==> src/rtl/trig_window_pkg.sv <==
// Shared types and encodings for the trig_window capture block.
package trig_window_pkg;

  localparam logic [1:0] ST_IDLE    = 2'd0;
  localparam logic [1:0] ST_ARMED   = 2'd1;
  localparam logic [1:0] ST_CAPTURE = 2'd2;
  localparam logic [1:0] ST_DRAIN   = 2'd3;

  typedef enum logic [1:0] {
    IDLE    = ST_IDLE,
    ARMED   = ST_ARMED,
    CAPTURE = ST_CAPTURE,
    DRAIN   = ST_DRAIN
  } state_e;

endpackage

==> src/rtl/trig_window_if.sv <==
// AXI4-Stream style bundle carrying captured samples towards the DMA/BRAM writer.
interface trig_window_if #(
  parameter int DATA_WIDTH = 32
) ();
  logic [DATA_WIDTH-1:0] tdata;
  logic                  tvalid;
  logic                  tready;
  logic                  tlast;

  modport master (output tdata, output tvalid, output tlast, input tready);
  modport slave  (input tdata, input tvalid, input tlast, output tready);
endinterface

==> src/rtl/trig_window_axis_out_reg.sv <==
// One-entry AXI4-Stream output register. Accepts a sample when empty or when the
// current entry is leaving this cycle; otherwise flags the sample as dropped.
module axis_out_reg #(
  parameter int DATA_WIDTH = 32
) (
  input  logic                  clk,
  input  logic                  aresetn,
  input  logic                  load_req,
  input  logic [DATA_WIDTH-1:0] load_data,
  input  logic                  load_last,
  output logic                  load_ok,
  output logic                  drop,
  output logic                  last_fire,
  trig_window_if.master         m_axis
);

  logic                  valid_q, valid_d;
  logic                  last_q, last_d;
  logic [DATA_WIDTH-1:0] data_q, data_d;
  logic                  fire;

  // Entry bookkeeping: free on handshake, reload in the same cycle for full throughput.
  always_comb begin
    fire      = valid_q & m_axis.tready;
    load_ok   = load_req & (~valid_q | fire);
    drop      = load_req & valid_q & ~fire;
    last_fire = fire & last_q;
    valid_d   = valid_q & ~fire;
    last_d    = last_q & ~fire;
    data_d    = data_q;
    if (load_ok) begin
      valid_d = 1'b1;
      last_d  = load_last;
      data_d  = load_data;
    end
  end

  // Entry storage; data/last only change on load so they stay stable under backpressure.
  always_ff @(posedge clk or negedge aresetn) begin
    if (!aresetn) begin
      valid_q <= 1'b0;
      last_q  <= 1'b0;
      data_q  <= '0;
    end else begin
      valid_q <= valid_d;
      last_q  <= last_d;
      data_q  <= data_d;
    end
  end

  assign m_axis.tvalid = valid_q;
  assign m_axis.tlast  = last_q;
  assign m_axis.tdata  = data_q;

endmodule

==> src/rtl/trig_window.sv <==
// Triggered capture window: arm, wait for trigger, forward `length` samples with
// tlast on the final one, then pulse done once that beat is taken downstream.
module trig_window #(
  parameter int DATA_WIDTH  = 32,
  parameter int COUNT_WIDTH = 16
) (
  input  logic                   clk,
  input  logic                   aresetn,
  input  logic                   arm,
  input  logic [COUNT_WIDTH-1:0] length,
  input  logic                   trig_in,
  input  logic [DATA_WIDTH-1:0]  s_data,
  input  logic                   s_valid,
  trig_window_if.master          m_axis,
  output logic                   busy,
  output logic                   done,
  output logic                   overflow
);
  import trig_window_pkg::*;

  state_e                 state_q, state_d;
  logic [COUNT_WIDTH-1:0] count_q, count_d;
  logic [COUNT_WIDTH-1:0] len_q, len_d;
  logic                   done_q, done_d;
  logic                   ovf_q, ovf_d;

  logic                   load_req;
  logic                   load_ok;
  logic                   load_last;
  logic                   drop;
  logic                   last_fire;
  logic [COUNT_WIDTH-1:0] count_inc;

  axis_out_reg #(.DATA_WIDTH(DATA_WIDTH)) u_out (
    .clk       (clk),
    .aresetn   (aresetn),
    .load_req  (load_req),
    .load_data (s_data),
    .load_last (load_last),
    .load_ok   (load_ok),
    .drop      (drop),
    .last_fire (last_fire),
    .m_axis    (m_axis)
  );

  // Window FSM, sample counter and sticky overflow; the trigger cycle already opens the window.
  always_comb begin
    state_d   = state_q;
    count_d   = count_q;
    len_d     = len_q;
    done_d    = 1'b0;
    ovf_d     = ovf_q;
    load_req  = s_valid & (((state_q == ARMED) & trig_in) | (state_q == CAPTURE));
    count_inc = count_q + COUNT_WIDTH'(1);
    load_last = (count_inc == len_q);
    case (state_q)
      IDLE: begin
        if (arm && (length != '0)) begin
          state_d = ARMED;
          len_d   = length;
          count_d = '0;
          ovf_d   = 1'b0;
        end
      end
      ARMED: begin
        if (trig_in) begin
          state_d = CAPTURE;
          if (load_ok) begin
            count_d = count_inc;
            if (load_last) state_d = DRAIN;
          end
        end
      end
      CAPTURE: begin
        if (load_ok) begin
          count_d = count_inc;
          if (load_last) state_d = DRAIN;
        end
      end
      DRAIN: begin
        if (last_fire) begin
          state_d = IDLE;
          done_d  = 1'b1;
        end
      end
      default: state_d = IDLE;
    endcase
    if (drop) ovf_d = 1'b1;
  end

  // Control state registers; reset abandons any window in flight.
  always_ff @(posedge clk or negedge aresetn) begin
    if (!aresetn) begin
      state_q <= IDLE;
      count_q <= '0;
      len_q   <= '0;
      done_q  <= 1'b0;
      ovf_q   <= 1'b0;
    end else begin
      state_q <= state_d;
      count_q <= count_d;
      len_q   <= len_d;
      done_q  <= done_d;
      ovf_q   <= ovf_d;
    end
  end

  assign busy     = (state_q != IDLE);
  assign done     = done_q;
  assign overflow = ovf_q;

endmodule
==> src/flat_wrapper.sv <==
// flat-port wrapper written by rule: the top's interface ports become plain ports
module trig_window_flat import trig_window_pkg::*;
#(
  parameter int DATA_WIDTH  = 32,
  parameter int COUNT_WIDTH = 16
)
  (clk, aresetn, arm, length, trig_in, s_data, s_valid, busy, done, overflow, m_axis_tdata, m_axis_tvalid, m_axis_tlast, m_axis_tready);
  trig_window_if #(.DATA_WIDTH(DATA_WIDTH)) m_axis_i ();
  input  logic clk;
  input  logic aresetn;
  input  logic arm;
  input  logic [COUNT_WIDTH-1:0] length;
  input  logic trig_in;
  input  logic [DATA_WIDTH-1:0] s_data;
  input  logic s_valid;
  output logic busy;
  output logic done;
  output logic overflow;
  output wire logic [$bits(m_axis_i.tdata)-1:0] m_axis_tdata;
  output wire logic [$bits(m_axis_i.tvalid)-1:0] m_axis_tvalid;
  output wire logic [$bits(m_axis_i.tlast)-1:0] m_axis_tlast;
  input wire logic [$bits(m_axis_i.tready)-1:0] m_axis_tready;
  assign m_axis_tdata = m_axis_i.tdata;
  assign m_axis_tvalid = m_axis_i.tvalid;
  assign m_axis_tlast = m_axis_i.tlast;
  assign m_axis_i.tready = m_axis_tready;
  trig_window #(.DATA_WIDTH(DATA_WIDTH), .COUNT_WIDTH(COUNT_WIDTH)) u_core (.clk(clk), .aresetn(aresetn), .arm(arm), .length(length), .trig_in(trig_in), .s_data(s_data), .s_valid(s_valid), .m_axis(m_axis_i), .busy(busy), .done(done), .overflow(overflow));
endmodule
==> config.mk <==
export PLATFORM = sky130hd
export DESIGN_NAME = trig_window_flat
export DESIGN_NICKNAME = d
export VERILOG_FILES = /design/src/rtl/trig_window_pkg.sv /design/src/rtl/trig_window_if.sv /design/src/rtl/trig_window_axis_out_reg.sv /design/src/rtl/trig_window.sv /design/src/flat_wrapper.sv
export SDC_FILE = /design/constraint.sdc
export NUM_CORES = 1
export LEC_CHECK = 0
export ABC_AREA = 1
export CORE_ASPECT_RATIO = 0.8
export CORE_MARGIN = 1.5
export CORE_UTILIZATION = 40
export CTS_CLUSTER_DIAMETER = 60
export DETAILED_ROUTE_END_ITERATION = 8
export PLACE_DENSITY_LB_ADDON = 0.2
export SKIP_LAST_GASP = 1
export SLEW_MARGIN = 20
export SYNTH_ARGS = -nofsm -noshare
export SYNTH_HDL_FRONTEND = slang
export SYNTH_SLANG_ARGS = --single-unit
export TNS_END_PERCENT = 100
==> constraint.sdc <==
create_clock -name clk -period 2.8 [get_ports clk]
set_input_delay 0.7 -clock clk [delete_from_list [all_inputs] [get_ports clk]]
set_output_delay 0.7 -clock clk [all_outputs]
set_load 0.01 [all_outputs]
==> impl_metrics.csv, run 1 <==
group,metric,value,unit
run_status,status,"completed",
floorplan,io_pins,91,
worst_setup_path,reg2reg_from,"u_core.count_q[1]",
final_layout,antenna_cells,0,
synth,synthCells,419,
synth,yosys.area.top_type_share,48.1,%
placement,io_buffers,90,
sta,fin_tns_setup,0,ps
power,pwr_density_cell,1010,nW/um2
route,viasPerCell,5.04,
cts,htree_levels,3,
floorplan,core,8670,um2
grt,grt.total_usage,20.0,%
grt,grt-ovfl-total,0,
floorplan,start_util,42.0,%
synth,syn-num-nets,478,
floorplan,dieWidth,110,um
power,switchingPower,1720,uW
cts,cts_made_buffers,9,
synth,synthTopCellsByArea,"dfrtp_1 48%, nand2_1 11%, mux2_2 9.9%, nand3_1 6.7%, o21ai_0 5.0%",
floorplan,row_count,30,
grt,antenna_found_initial,0,
final_layout,syn2layout_area_growth,39.0,%
synth,yosysUniqueCellTypes,24,
synth,ys.warnings.count,0,
power,ir_worst_vdd,604,uV
worst_hold_path,min_path_type,"in2async",
worst_setup_path,critical_path_required,3010,ps
worst_setup_path,worstPathArrival,2710,ps
worst_setup_path,ff2ff_path_depth,14,
cts,clockBufferDepth,2,
power,p_seq_share,31.8,%
sta,skew,4.65,ps
placement,hpwl,6.67,mm
route,avgRoutedWirePerCell,14.2,um
route,first_pass_iters,5,
worst_setup_path,r2r_end,"u_core.state_q[0]",
power,internal-power,3410,uW
synth,yosysTopAreaCell,"dfrtp_1",
sta,rsz0062_at_grt,"false",
synth,ys_seq_area_share,48.1,%
sta,fmax,400,MHz
worst_setup_path,worstSetupStartpointType,"primary input",
cts,ctsHoldBuffers,0,
synth,syn_area_per_cell,8.69,um2
placement,gp_congestion,0.859,
worst_setup_path,endpoint_kind,"flip-flop",
grt,grt_pass1_vias,3047,
power,total_power,5130,uW
cts,cts_resized,0,
cts,cts.sinks,70,
sta,finalHoldViolations,0,
route,drc,0,
sta,slew_headroom,53.2,%
grt,grt_pass1_wl,14.6,mm
cts,cts_setup_buffers,0,
route,vias,3178,
cts,cts_root_buf,"clkbuf_16",
cts,worstSkewPairLatency,330,ps
floorplan,die-area,9680,um2
power,combPwrFrac,42.0,%
worst_setup_path,path_max_fanout,31,
worst_setup_path,r2r_slack,620,ps
power,power.share.clock,26.2,%
route,drtAntennaViolNets,0,
sta,post-route-period-util,89.2,%
floorplan,die_h,88.3,um
final_layout,n_fill_cell,760,
sta,setup_viol,0,
sta,period_minus_slack,2500,ps
run,drv_cap,0,
synth,ys_ff_latch,70,
route,first_iter_violations,246,
cts,tritoncts,"yes",
cts,clkSlewWorstSetupHoldPaths,60,ps
power,switching_share,33.6,%
worst_setup_path,crit_type,"in2reg",
sta,worst_slew_pin_slew,703,ps
sta,final_max_slew_viol_count,0,
route,drt-total-wl,8.99,mm
final_layout,nets,573,
final_layout,drive_gt1_share,14.3,%
power,p_leak,0.00228,uW
final_layout,fin_util,58.3,%
grt,grt_max_degree,71,
synth,synth_area,3640,um2
==> cells in the final DEF (no fill, tap or decap), types with 5 or more instances in the layout <==
cell type / count
clkbuf_16: 9
clkdlybuf4s50_1: 89
dfrtp_1: 70
ha_1: 5
inv_1: 47
mux2_2: 32
nand2_1: 104
nand2_2: 7
nand3_1: 49
nand4_1: 19
nor2_1: 19
nor2_4: 5
o21ai_0: 36
==> state kept, by name (all words and copies together) (netlist names) <==
signal	count
u_core.u_out.m_axis.tdata	32
u_core.count_q	16
u_core.len_q	16
u_core.state_q	2
u_core.done	1
u_core.overflow	1
u_core.u_out.m_axis.tlast	1
u_core.u_out.m_axis.tvalid	1
==> per-layer routing <==
metal	up-vias	track usage (%)	routed length (um)
met4	0	7.32	130
met1	1497	27.1	4100
met5	-	0	0
li1	1578	-	-
met2	92	30.7	4180
met3	11	5.67	569
==> power by group through the flow <==
stage	Sequential (uW)	Clock (uW)	Combinational, uW
2_1_floorplan	1730	0	1070
3_3_place_gp	1630	0	2140
3_5_place_dp	1650	0	2170
4_1_cts	1630	1360	2180
5_1_grt	1680	1410	2400
6_report	1630	1340	2160
==> metrics by stage <==
stage          worst slack (ps)  hold slack, ps  instance area (um2)  cells
5_1_grt                     207             415                 5060    631
2_1_floorplan               890             404                 3640    419
4_1_cts                     348             408                 5060    631
3_3_place_gp               11.1             485                 4700    615
3_5_place_dp               1.09             494                 4700    615
6_report                    301             377                 5060    631
==> final cells by class <==
type	count	area, um2	area share [%]
timing repair buffer	96	978	19.3
inverter	48	180	3.56
clock inverter	5	105	2.08
tap	112	140	2.77
sequential	70	1750	34.6
multi-input combinational	289	1650	32.6
clock buffer	11	253	5.00
==> worst max path at each step <==
stage | startpoint | end | slack (ps) | depth (start not counted)
floorplan | trig_in | u_core.u_out.m_axis.tdata[0] | 890 | 4
global placement | length[0] | u_core.count_q[12] | 10 | 10
detailed placement | length[0] | u_core.count_q[0] | 1 | 10
CTS | u_core.state_q[0] | busy | 350 | 4
global route | length[0] | u_core.count_q[11] | 210 | 10
finish | length[0] | u_core.count_q[7] | 300 | 10
==> critical path: stages <==
cell,delay [ps]
clkdlybuf4s50_1,460
nor4_1,510
nand4_1,250
nand2_1,160
nand2_1,70
nand2_1,110
nor2_1,80
buf_12,160
nand3_1,90
o21ai_0,100
==> cells by family after synthesis <==
| logic type | synth area share (%) |
|---|---|
| mux | 9.90 |
| flops | 48.1 |
| fa+ha+maj | 1.72 |
| buf+inv | 6.53 |
| simple gates | 28.3 |
| compound gates | 5.43 |
==> synthesized netlist by cell type <==
master / instances
nand2_1: 104
dfrtp_1: 70
nand3_1: 49
inv_1: 47
o21ai_0: 36
mux2_2: 32
nand4_1: 19
nor2_1: 19
clkbuf_1: 10
nand2_2: 7
ha_1: 5
nor2_4: 5
nor4_1: 4
nand3_2: 2
a21o_1: 1
a21oi_1: 1
buf_2: 1
buf_8: 1
inv_2: 1
nand2_4: 1
nand4_4: 1
nor2_2: 1
nor2_8: 1
o21ai_1: 1
No activity file was read; power rests on OpenSTA's default activity.
==> inputs of run 2 (changes only) <==
Settings changed: DONT_BUFFER_PORTS set to 1, SYNTH_HIERARCHICAL set to 1.
==> run 2 against run 1 <==
Effect of this change: core utilization shrank 13 points; die area rose by 0.57%; total power fell by 19%; via count decreased by 2.6%; sequential share of layout area rose by 8.5 points; area after synthesis rose by 0.58%; highest routed layer unchanged; clock power is 16% lower.
==> impl_metrics.csv, run 2 <==
group,metric,value,unit
run_status,status,"completed",
floorplan,row_count,31,
final_layout,syn2layout_area_growth,10.9,%
sta,post-route-period-util,75.3,%
synth,yosys.area.top_type_share,47.8,%
synth,synth_top_cells_by_count,"170 x nand2_1, 70 x dfrtp_1, 64 x nand3_1",
sta,rsz0062_at_grt,"false",
worst_setup_path,cp_num_buf_inv,1,
sta,worst_slew_pin_slew,818,ps
grt,grt_pass1_vias,2930,
cts,ctsHoldBuffers,0,
power,p_seq_share,42.7,%
floorplan,io_pins,91,
placement,hpwl,6.44,mm
synth,synth.most_common_cell,"nand2_1",
synth,syn-num-nets,537,
cts,clockBufferDepth,2,
worst_setup_path,cp_top_family,"simple AND/OR/NAND/NOR gates",
sta,final_max_slew_viol_count,0,
final_layout,largest_register_ffs,32,
final_layout,layout_commonest_cell,"nand2_1",
worst_setup_path,crit_type,"reg2reg",
worst_setup_path,worstSetupStartpointType,"flip-flop",
worst_setup_path,worstPathArrival,2340,ps
cts,cts_made_buffers,9,
synth,synthTopCellsByArea,"dfrtp_1 48%, nand2_1 17%, nand3_1 8.7%, inv_1 5.2%, o21ai_0 2.9%",
sta,period_minus_slack,2110,ps
worst_setup_path,crit_top_cell,"nand2_1",
final_layout,antenna_cells,0,
worst_setup_path,reg2reg_from,"u_core/count_q[1]",
cts,cts_resized,0,
floorplan,core,8960,um2
power,power.share.clock,27.1,%
worst_setup_path,cp.depth,16,
cts,tritoncts,"yes",
grt,grt_max_degree,71,
power,p_leak,0.00199,uW
worst_setup_path,r2r_slack,690,ps
synth,yosysTopAreaCell,"dfrtp_1",
cts,worstSkewPairLatency,340,ps
worst_setup_path,endpoint_kind,"flip-flop",
floorplan,die-area,9740,um2
placement,dp_cells,584,
synth,synthFlopType,"dfrtp_1",
route,drc,0,
synth,synthArstFlopShare,100,%
synth,syn_area_per_cell,7.66,um2
synth,ys.warnings.count,6,
final_layout,nets,539,
worst_setup_path,ff2ff_path_depth,16,
power,switchingPower,1720,uW
worst_setup_path,cp-startpoint,"u_core/count_q[1]",
grt,grt_pass1_wl,14.2,mm
floorplan,die_h,88.6,um
sta,skew,10.7,ps
floorplan,start_util,40.9,%
route,avgRoutedWirePerCell,14.8,um
worst_setup_path,crit_path_end,"u_core/state_q[1]",
synth,synth_area,3660,um2
synth,ys_ff_latch,70,
placement,io_buffers,0,
route,drt-total-wl,8.88,mm
power,pwr_density_cell,1030,nW/um2
route,viasPerCell,5.16,
synth,ys_seq_area_share,47.8,%
grt,grt.total_usage,19.2,%
worst_setup_path,max_stage_delay,420,ps
sta,setup_viol,0,
cts,clkSlewWorstSetupHoldPaths,70,ps
sta,fmax,474,MHz
power,internal-power,2460,uW
final_layout,fin_cells,600,
worst_setup_path,critical_path_required,3030,ps
placement,dpl_cell_area,3760,um2
cts,htree_levels,3,
placement,gp_congestion,0.908,
worst_setup_path,worstPathCellList,"ha_1 > nand3_2 > inv_2 > nand3_1 > nand2_1 > nand2_1 > nand2_1 > nand2_1 > nor2_1 > nand2_1 > nor2_2 > nand3_2 > nand2_2 > nand2_2 > nand2_1 > o21ai_2",
route,first_pass_iters,4,
route,vias,3095,
worst_setup_path,slowest_stage,"dfrtp_1",
synth,yosysUniqueCellTypes,29,
worst_setup_path,r2r_end,"u_core/state_q[1]",
sta,fin_ws,692,ps
power,combPwrFrac,30.2,%
cts,cts_root_buf,"clkbuf_16",
cts,cts.sinks,70,
worst_hold_path,min_path_type,"in2async",
power,switching_share,41.2,%
run,drv_cap,0,
route,drtAntennaViolNets,0,
final_layout,fin_util,45.3,%
final_layout,drive_gt1_share,9.28,%
grt,grt-ovfl-total,0,
final_layout,stdcell_area,4060,um2
cts,cts_setup_buffers,0,
floorplan,dieWidth,110,um
synth,synthCells,478,
worst_setup_path,path_max_fanout,6,
synth,synth_enable_flop_cells,0,
placement,post-place-ws,554,ps
sta,fin_tns_setup,0,ps
route,first_iter_violations,242,
sta,finalHoldViolations,0,
power,ir_worst_vdd,425,uV
final_layout,final_cell_mix,"170 x nand2_1, 70 x dfrtp_1, 64 x nand3_1, 51 x inv_1, 21 x o21ai_0",
sta,slew_headroom,45.4,%
grt,antenna_found_initial,0,
## run 2: cell types whose count changed after synthesis, moves of 3 or more
cell / change
nand2_1: +66
mux2_2: -31
nand3_1: +15
o21ai_0: -15
o22ai_1: +11
clkbuf_1: -6
nand4_1: -5
a21oi_1: +4
buf_2: +4
inv_1: +4
buf_6: +3
## run 2: logic make-up (layout without fill, tap and decap cells)
logic type	after synthesis	count (layout)	synth area share, %
and+or+nand+nor	291	291	35.6
muxes	1	1	0.308
DFF	70	70	47.8
AOI/OAI and AO/OA	42	42	6.29
adders and majority gates	5	5	1.71
xor gates and xnor gates	1	1	0.239
buffers and inverters	68	75	7.96
## run 2: worst register-to-register path, cell delays in order (launching register included)
cell,delay (ps)
dfrtp_1,420
ha_1,230
nand3_2,140
inv_2,140
nand3_1,90
nand2_1,90
nand2_1,70
nand2_1,60
nand2_1,70
nor2_1,130
nand2_1,80
nor2_2,140
nand3_2,80
nand2_2,90
nand2_2,60
nand2_1,80
o21ai_2,50
## run 2: cell type report
| cell class | instances | area, um2 |
|---|---|---|
| Fill cell | 908 | 4900 |
| Sequential cell | 70 | 1750 |
| Multi-Input combinational cell | 340 | 1620 |
| Clock buffer | 9 | 225 |
| Inverter | 53 | 199 |
| Tap cell | 115 | 144 |
| Clock inverter | 7 | 71.3 |
| Timing Repair Buffer | 6 | 45.0 |
## run 2: through the flow
| stage | hold slack [ps] | power (uW) |
|---|---|---|
| 2_1_floorplan | 404 | 2740 |
| 3_3_place_gp | 407 | 3050 |
| 3_5_place_dp | 408 | 3080 |
| 4_1_cts | 43.1 | 4240 |
| 5_1_grt | 38.4 | 4530 |
| 6_report | 56.1 | 4180 |
## run 2: power by group through the flow
| stage | Sequential, uW | Clock [uW] | Combinational (uW) |
|---|---|---|---|
| after floorplan | 1720 | 0 | 1020 |
| after CTS | 1790 | 1170 | 1270 |
| after global placement | 1810 | 0 | 1240 |
| final | 1780 | 1130 | 1260 |
| after detailed placement | 1800 | 0 | 1270 |
| after global routing | 1840 | 1220 | 1480 |
## run 2: routing by layer
layer / global-route usage [%] / up-vias / wire, um
li1: - / 1557 / -
met1: 27.3 / 1427 / 4100
met2: 27.6 / 94 / 3920
met3: 5.52 / 17 / 661
met4: 7.44 / 0 / 192
met5: 0 / - / 0
## run 2: worst min path at each step
stage	end	slack, ps	cells past startpoint
final	u_core/len_q[9]	60	0
after global routing	u_core/u_out/m_axis.tdata[8]	40	0
after CTS	u_core/u_out/m_axis.tdata[16]	40	0
after detailed placement	u_core/len_q[9]	410	0
after global placement	u_core/count_q[9]	410	0
after floorplan	u_core/count_q[0]	400	0
